## src/rtl/hilo_muldiv_ctrl.sv

```systemverilog
// HI/LO multiply/divide sequencer: registered multiply or 32-step restoring divide.
// Optional macro DIV_SKIP_EN: a divide with |a| < |b| completes in one cycle.
module hilo_muldiv_ctrl #(
    parameter int MUL_LAT = 2,
    parameter int WIDTH   = 32
) (
    input  logic             clk,
    input  logic             rst,
    input  logic             start,
    input  logic [1:0]       op,
    input  logic [WIDTH-1:0] a,
    input  logic [WIDTH-1:0] b,
    input  logic             flush,
    output logic             stall_o,
    output logic             busy_o,
    output logic             done_o,
    output logic [WIDTH-1:0] hi_o,
    output logic [WIDTH-1:0] lo_o
);

    localparam int CNT_W = 6;

    typedef enum logic [1:0] {S_IDLE, S_MUL, S_DIV, S_DONE} state_t;

    state_t             r_state;
    state_t             w_next;
    logic [CNT_W-1:0]   r_cnt;
    logic               r_sgn;
    logic [WIDTH-1:0]   r_a;
    logic [WIDTH-1:0]   r_b;
    logic [WIDTH-1:0]   r_dvs;
    logic [WIDTH-1:0]   r_rem;
    logic [WIDTH-1:0]   r_quo;
    logic [WIDTH-1:0]   r_hi;
    logic [WIDTH-1:0]   r_lo;

    logic               w_accept;
    logic               w_in_sgn;
    logic [WIDTH-1:0]   w_a_mag;
    logic [WIDTH-1:0]   w_b_mag;
    logic               w_b_zero;
    logic               w_skip;
    logic [WIDTH:0]     w_rem_sh;
    logic               w_ge;
    logic [WIDTH-1:0]   w_rem_nx;
    logic [WIDTH-1:0]   w_quo_nx;
    logic [WIDTH-1:0]   w_rem_fix;
    logic [WIDTH-1:0]   w_quo_fix;
    logic [2*WIDTH-1:0] w_ma;
    logic [2*WIDTH-1:0] w_mb;
    logic [2*WIDTH-1:0] w_prod;

    // Operand magnitudes at acceptance; op[0]=0 selects the signed variants.
    assign w_accept = (r_state == S_IDLE) && start && !flush;
    assign w_in_sgn = ~op[0];
    assign w_a_mag  = (w_in_sgn && a[WIDTH-1]) ? -a : a;
    assign w_b_mag  = (w_in_sgn && b[WIDTH-1]) ? -b : b;
    assign w_b_zero = (b == '0);

`ifdef DIV_SKIP_EN
    assign w_skip = !w_b_zero && (w_a_mag < w_b_mag);
`else
    assign w_skip = 1'b0;
`endif

    // One restoring-divide step; the shifted remainder needs one extra bit.
    assign w_rem_sh  = {r_rem, r_quo[WIDTH-1]};
    assign w_ge      = (w_rem_sh >= {1'b0, r_dvs});
    assign w_rem_nx  = w_ge ? (w_rem_sh[WIDTH-1:0] - r_dvs) : w_rem_sh[WIDTH-1:0];
    assign w_quo_nx  = {r_quo[WIDTH-2:0], w_ge};
    assign w_quo_fix = (r_sgn && (r_a[WIDTH-1] ^ r_b[WIDTH-1])) ? -w_quo_nx : w_quo_nx;
    assign w_rem_fix = (r_sgn && r_a[WIDTH-1]) ? -w_rem_nx : w_rem_nx;

    assign w_ma   = r_sgn ? {{WIDTH{r_a[WIDTH-1]}}, r_a} : {{WIDTH{1'b0}}, r_a};
    assign w_mb   = r_sgn ? {{WIDTH{r_b[WIDTH-1]}}, r_b} : {{WIDTH{1'b0}}, r_b};
    assign w_prod = w_ma * w_mb;

    always_ff @(posedge clk) begin
        if (rst) r_state <= S_IDLE;
        else     r_state <= w_next;
    end

    always_comb begin
        w_next = r_state;
        case (r_state)
            S_IDLE: begin
                if (w_accept) begin
                    if (!op[1])                 w_next = S_MUL;
                    else if (w_b_zero || w_skip) w_next = S_DONE;
                    else                        w_next = S_DIV;
                end
            end
            S_MUL:   if (r_cnt == '0) w_next = S_DONE;
            S_DIV:   if (r_cnt == '0) w_next = S_DONE;
            S_DONE:  w_next = S_IDLE;
            default: w_next = S_IDLE;
        endcase
        if (flush) w_next = S_IDLE;
    end

    // Datapath; a flush freezes everything so HI/LO keep their last result.
    always_ff @(posedge clk) begin
        if (rst) begin
            r_cnt <= '0;
            r_sgn <= 1'b0;
            r_a   <= '0;
            r_b   <= '0;
            r_dvs <= '0;
            r_rem <= '0;
            r_quo <= '0;
            r_hi  <= '0;
            r_lo  <= '0;
        end else begin
            case (r_state)
                S_IDLE: begin
                    if (w_accept) begin
                        r_sgn <= w_in_sgn;
                        r_a   <= a;
                        r_b   <= b;
                        r_dvs <= w_b_mag;
                        r_quo <= w_a_mag;
                        r_rem <= '0;
                        r_cnt <= op[1] ? CNT_W'(WIDTH - 1) : CNT_W'(MUL_LAT - 1);
                        if (op[1] && w_b_zero) begin
                            r_hi <= '0;
                            r_lo <= '0;
                        end else if (op[1] && w_skip) begin
                            r_hi <= a;
                            r_lo <= '0;
                        end
                    end
                end
                S_MUL: begin
                    if (!flush) begin
                        r_cnt <= r_cnt - 1'b1;
                        if (r_cnt == '0) begin
                            r_hi <= w_prod[2*WIDTH-1:WIDTH];
                            r_lo <= w_prod[WIDTH-1:0];
                        end
                    end
                end
                S_DIV: begin
                    if (!flush) begin
                        r_cnt <= r_cnt - 1'b1;
                        r_rem <= w_rem_nx;
                        r_quo <= w_quo_nx;
                        if (r_cnt == '0) begin
                            r_hi <= w_rem_fix;
                            r_lo <= w_quo_fix;
                        end
                    end
                end
                default: ;
            endcase
        end
    end

    assign stall_o = w_accept || (r_state == S_MUL) || (r_state == S_DIV);
    assign busy_o  = (r_state != S_IDLE);
    assign done_o  = (r_state == S_DONE);
    assign hi_o    = r_hi;
    assign lo_o    = r_lo;

endmodule

```

## config.mk

```make
export PLATFORM = sky130hd
export DESIGN_NAME = hilo_muldiv_ctrl
export DESIGN_NICKNAME = d
export VERILOG_FILES = /design/src/rtl/hilo_muldiv_ctrl.sv
export SDC_FILE = /design/constraint.sdc
export NUM_CORES = 2
export LEC_CHECK = 0
export BUFFER_PORTS_ARGS = -buffer_cell sky130_fd_sc_hd__buf_2
export CAP_MARGIN = 20
export CORE_ASPECT_RATIO = 2
export CORE_MARGIN = 2
export CORE_UTILIZATION = 55
export CTS_BUF_LIST = sky130_fd_sc_hd__clkbuf_2 sky130_fd_sc_hd__clkbuf_4 sky130_fd_sc_hd__clkbuf_8
export DETAILED_ROUTE_END_ITERATION = 8
export GPL_ROUTABILITY_DRIVEN = 0
export PLACE_DENSITY_LB_ADDON = 0.1
export SLEW_MARGIN = 20
export SYNTH_ARGS = -nofsm -noshare
export SYNTH_HDL_FRONTEND = slang
export SYNTH_SLANG_ARGS = --single-unit
```

## constraint.sdc

```tcl
create_clock -name clk -period 27.9 [get_ports clk]
set_input_delay 0 -clock clk [delete_from_list [all_inputs] [get_ports clk]]
set_output_delay 0 -clock clk [all_outputs]
set_load 0.05 [all_outputs]
```

==> metrics.md <==
| Metric | Value |
|---|---|
| Outcome | finished clean |
| Post-Syn Nets | 8853 |
| Synthesized area | 61900 µm² |
| Total CTS buffers | 44 |
| Clock Power Share | 0.306 |
| Most frequent CP cell | fa_1 |
| Dpl hpwl | 159000 µm |
| CTS Sinks | 232 |
| Predominant post-synthesis flop cell | dfxtp_1 |
| R2R setup slack | 17.84 ns |
| Worst-path clk slew | 0.07 ns |
| Setup Viol. Count Final | 0 |
| First-pass GRT wire length | 309000 µm |
| Root buf cell | clkbuf_8 |
| Placed cells | 8368 |
| Critical Path RT | 28.43 ns |
| WL per Instance | 23.0 µm |
| DP Worst Slack | 17.86 ns |
| Worst stage delay on the critical path | 0.89 ns |
| Die height | 478 µm |
| Netlist cell types | 96 |
| Number of synthesized flops with an enable pin | 0 |
| Worst skew pair latency | 0.69 ns |
| Post-route minimum period | 10.06 ns |
| Top cells by area, synth | fa_1, inv_1, dfxtp_1, ha_1, and2_1 |
| DRT iter0 DRCs | 3987 |
| Int Power | 763 µW |
| Avg Inst Size Synth | 8.82 µm² |
| Critical path peak fanout | 24 |
| Die area | 115000 µm² |
| Leakage | 32.9 nW |
| Max VDD drop | 0.0331 mV |
| Drt drc | 0 |
| Worst EP arrival | 10.58 ns |
| P_sw | 568 µW |
| Vias post-DR | 48500 |
| Synth warn | 0 |
| Min-delay worst type | in -> reg |
| CTS Hold Buffers Added | 102 |
| Cts repair resizes | 0 |
| Post-Layout Cell Count | 8552 |
| Crit share post-route | 0.360 |
| Yosys top cell area share | 0.459 |
| Slowest CP cell | fa_1 |
| Comb power frac | 0.421 |
| Starting Density | 0.553 |
| Buffers and inverters on the worst path | 8 |
| Layout cells sized above 1 | 0.0508 |
| Yosys top cell by area | fa_1 |
| Sw Ratio | 0.426 |
| Slew @ Worst Pin | 1.10 ns |
| Row count | 174 |
| DR vias/cell | 5.67 |
| Critical Setup Path Class | reg -> reg |
| CTS tree | built |
| Fraction of registers with async set or reset after synthesis | 0 |
| Final max-slew violation count | 0 |
| FF+latch count, synth | 232 |
| Sequential area share after synthesis | 0.0751 |
| Nets | 8862 |
| Slew HR | 0.267 |
| Syn Inst Count | 7011 |
| Port-buffer cells | 136 |
| Peak Freq | 0.0995 GHz |
| Grt ovf | 0 |
| Total wire length | 196000 µm |
| Layout Cell Area excl Fill | 65800 µm² |
| Synth-to-layout area growth | 6.32% |
| Util after Layout | 0.588 |
| Number of max-cap violations | 0 |
| Setup WS post-layout | 17.84 ns |
| Post-CTS Setup Bufs | 0 |
| Worst Setup End Kind | flop |
| Antenna violations before repair | 7 |
| Die X-Extent | 241 µm |
| Pwr dens | 20.2 nW/µm² |
| Fin. Hold Viols | 0 |
| Kind of start point of the critical path | flop |
| RSZ-0062 raised after global routing | false |
| Reg power frac | 0.273 |
| Core region area | 112000 µm² |
| Largest net degree at the start of global routing | 82 |
| Htree depth | 2 |
| Antenna Nets Post-Route | 0 |
| Gr usage total | 0.355 |
| Clock Skew | 0.0742 ns |
| Vias in the first global route | 52400 |
| Crit path max-delay family | adder cells |
| Setup_tns | 0 ns |
| DR pass1 iterations | 6 |
| Clock Path Buffers | 3 |
| I/O pins | 137 |
| DP Area | 63700 µm² |
-- registers in the layout, summed over array words and instances (netlist names) --
signal,count
r_sgn,1
r_a,32
r_quo,32
r_cnt,6
r_state,2
hi_o,32
r_dvs,31
r_b,32
lo_o,32
r_rem,32
-- power by group through the flow --
stage / Clock, mW / Sequential [mW] / Combinational (mW)
finish: 0.408 / 0.363 / 0.560
global route: 0.427 / 0.364 / 0.611
CTS: 0.413 / 0.362 / 0.553
detailed placement: 0 / 0.369 / 0.534
global placement: 0 / 0.369 / 0.530
floorplan: 0 / 0.360 / 0.353
-- synthesized netlist by cell type (all sizes together) (55+ instances only) --
cell    instances
a21oi         274
dfxtp         232
and2          580
fa           1420
clkbuf        334
inv          1596
a21o           55
ha            352
o21ai         145
a22oi          67
nor2          244
nand2         902
xnor2         155
xor2           89
-- worst paths after layout --
kind | start | to | cells after the start
worst max-delay path | r_sgn$_SDFFE_PP0P_ | hi_o[28]$_SDFFE_PP0P_ | 30
worst min-delay path | b[25] | r_b[25]$_SDFFE_PP0P_ | 4
worst max register to register | r_sgn$_SDFFE_PP0P_ | hi_o[28]$_SDFFE_PP0P_ | 30
worst min register to register | r_dvs[10]$_SDFFE_PP0P_ | r_dvs[10]$_SDFFE_PP0P_ | 2
-- cell families after synthesis --
logic type | after synthesis | synth area share
AND/OR/NAND/NOR | 1979 | 0.153
adder cells (fa/ha/maj) | 1776 | 0.531
flip-flops | 232 | 0.0751
multiplexers | 19 | 0.00311
AO/OA/AOI/OAI | 804 | 0.0830
XOR/XNOR | 244 | 0.0345
buffers and inverters | 1957 | 0.120
-- per-stage QoR --
stage | hold WS [ns] | power (mW)
2_1_floorplan | 0.0958 | 0.714
3_3_place_gp | 0.274 | 0.899
3_5_place_dp | 0.273 | 0.903
4_1_cts | 0.142 | 1.33
5_1_grt | 0.183 | 1.40
6_report | 0.180 | 1.33
-- worst reg2reg max path: cells and delay by family, from the launching register on --
| kind | cells | cell delay (ns) |
|---|---|---|
| adders and majority gates | 11 | 6.16 |
| xor gates and xnor gates | 1 | 0.23 |
| AOI/OAI and AO/OA | 8 | 1.41 |
| and+or+nand+nor | 2 | 0.60 |
| buffers and inverters | 8 | 1.20 |
| DFF | 1 | 0.31 |
-- per-layer routing --
layer,vias to the layer above,share of wire,track usage
li1,21000,-,-
met1,24900,0.39,0.463
met2,2093,0.47,0.575
met3,442,0.088,0.0791
met4,6,0.049,0.139
met5,-,0.00019,0
-- cell type report --
cell class	instances	area, µm²
clock inverters	12	216
multi-input cells	4822	49900
fillers	10100	46100
flip-flops and latches	232	4660
clock buffers	66	808
repair buffers	323	2350
diodes	4	10.0
well taps	1496	1870
inverters	1597	6000
-- placed cells by master (no fill, tap or decap), types with 51 or more instances in the layout --
cell,instances
dlygate4sd3_1,102
a22oi_1,67
buf_4,85
a21o_1,51
xnor2_1,155
a21oi_1,272
inv_1,1595
xor2_1,89
dfxtp_1,220
nand2_1,901
nor2_1,242
and2_1,577
nor3_1,53
o21ai_0,140
fa_1,1420
buf_2,135
ha_1,351
Power figures use the tool's default switching activity.
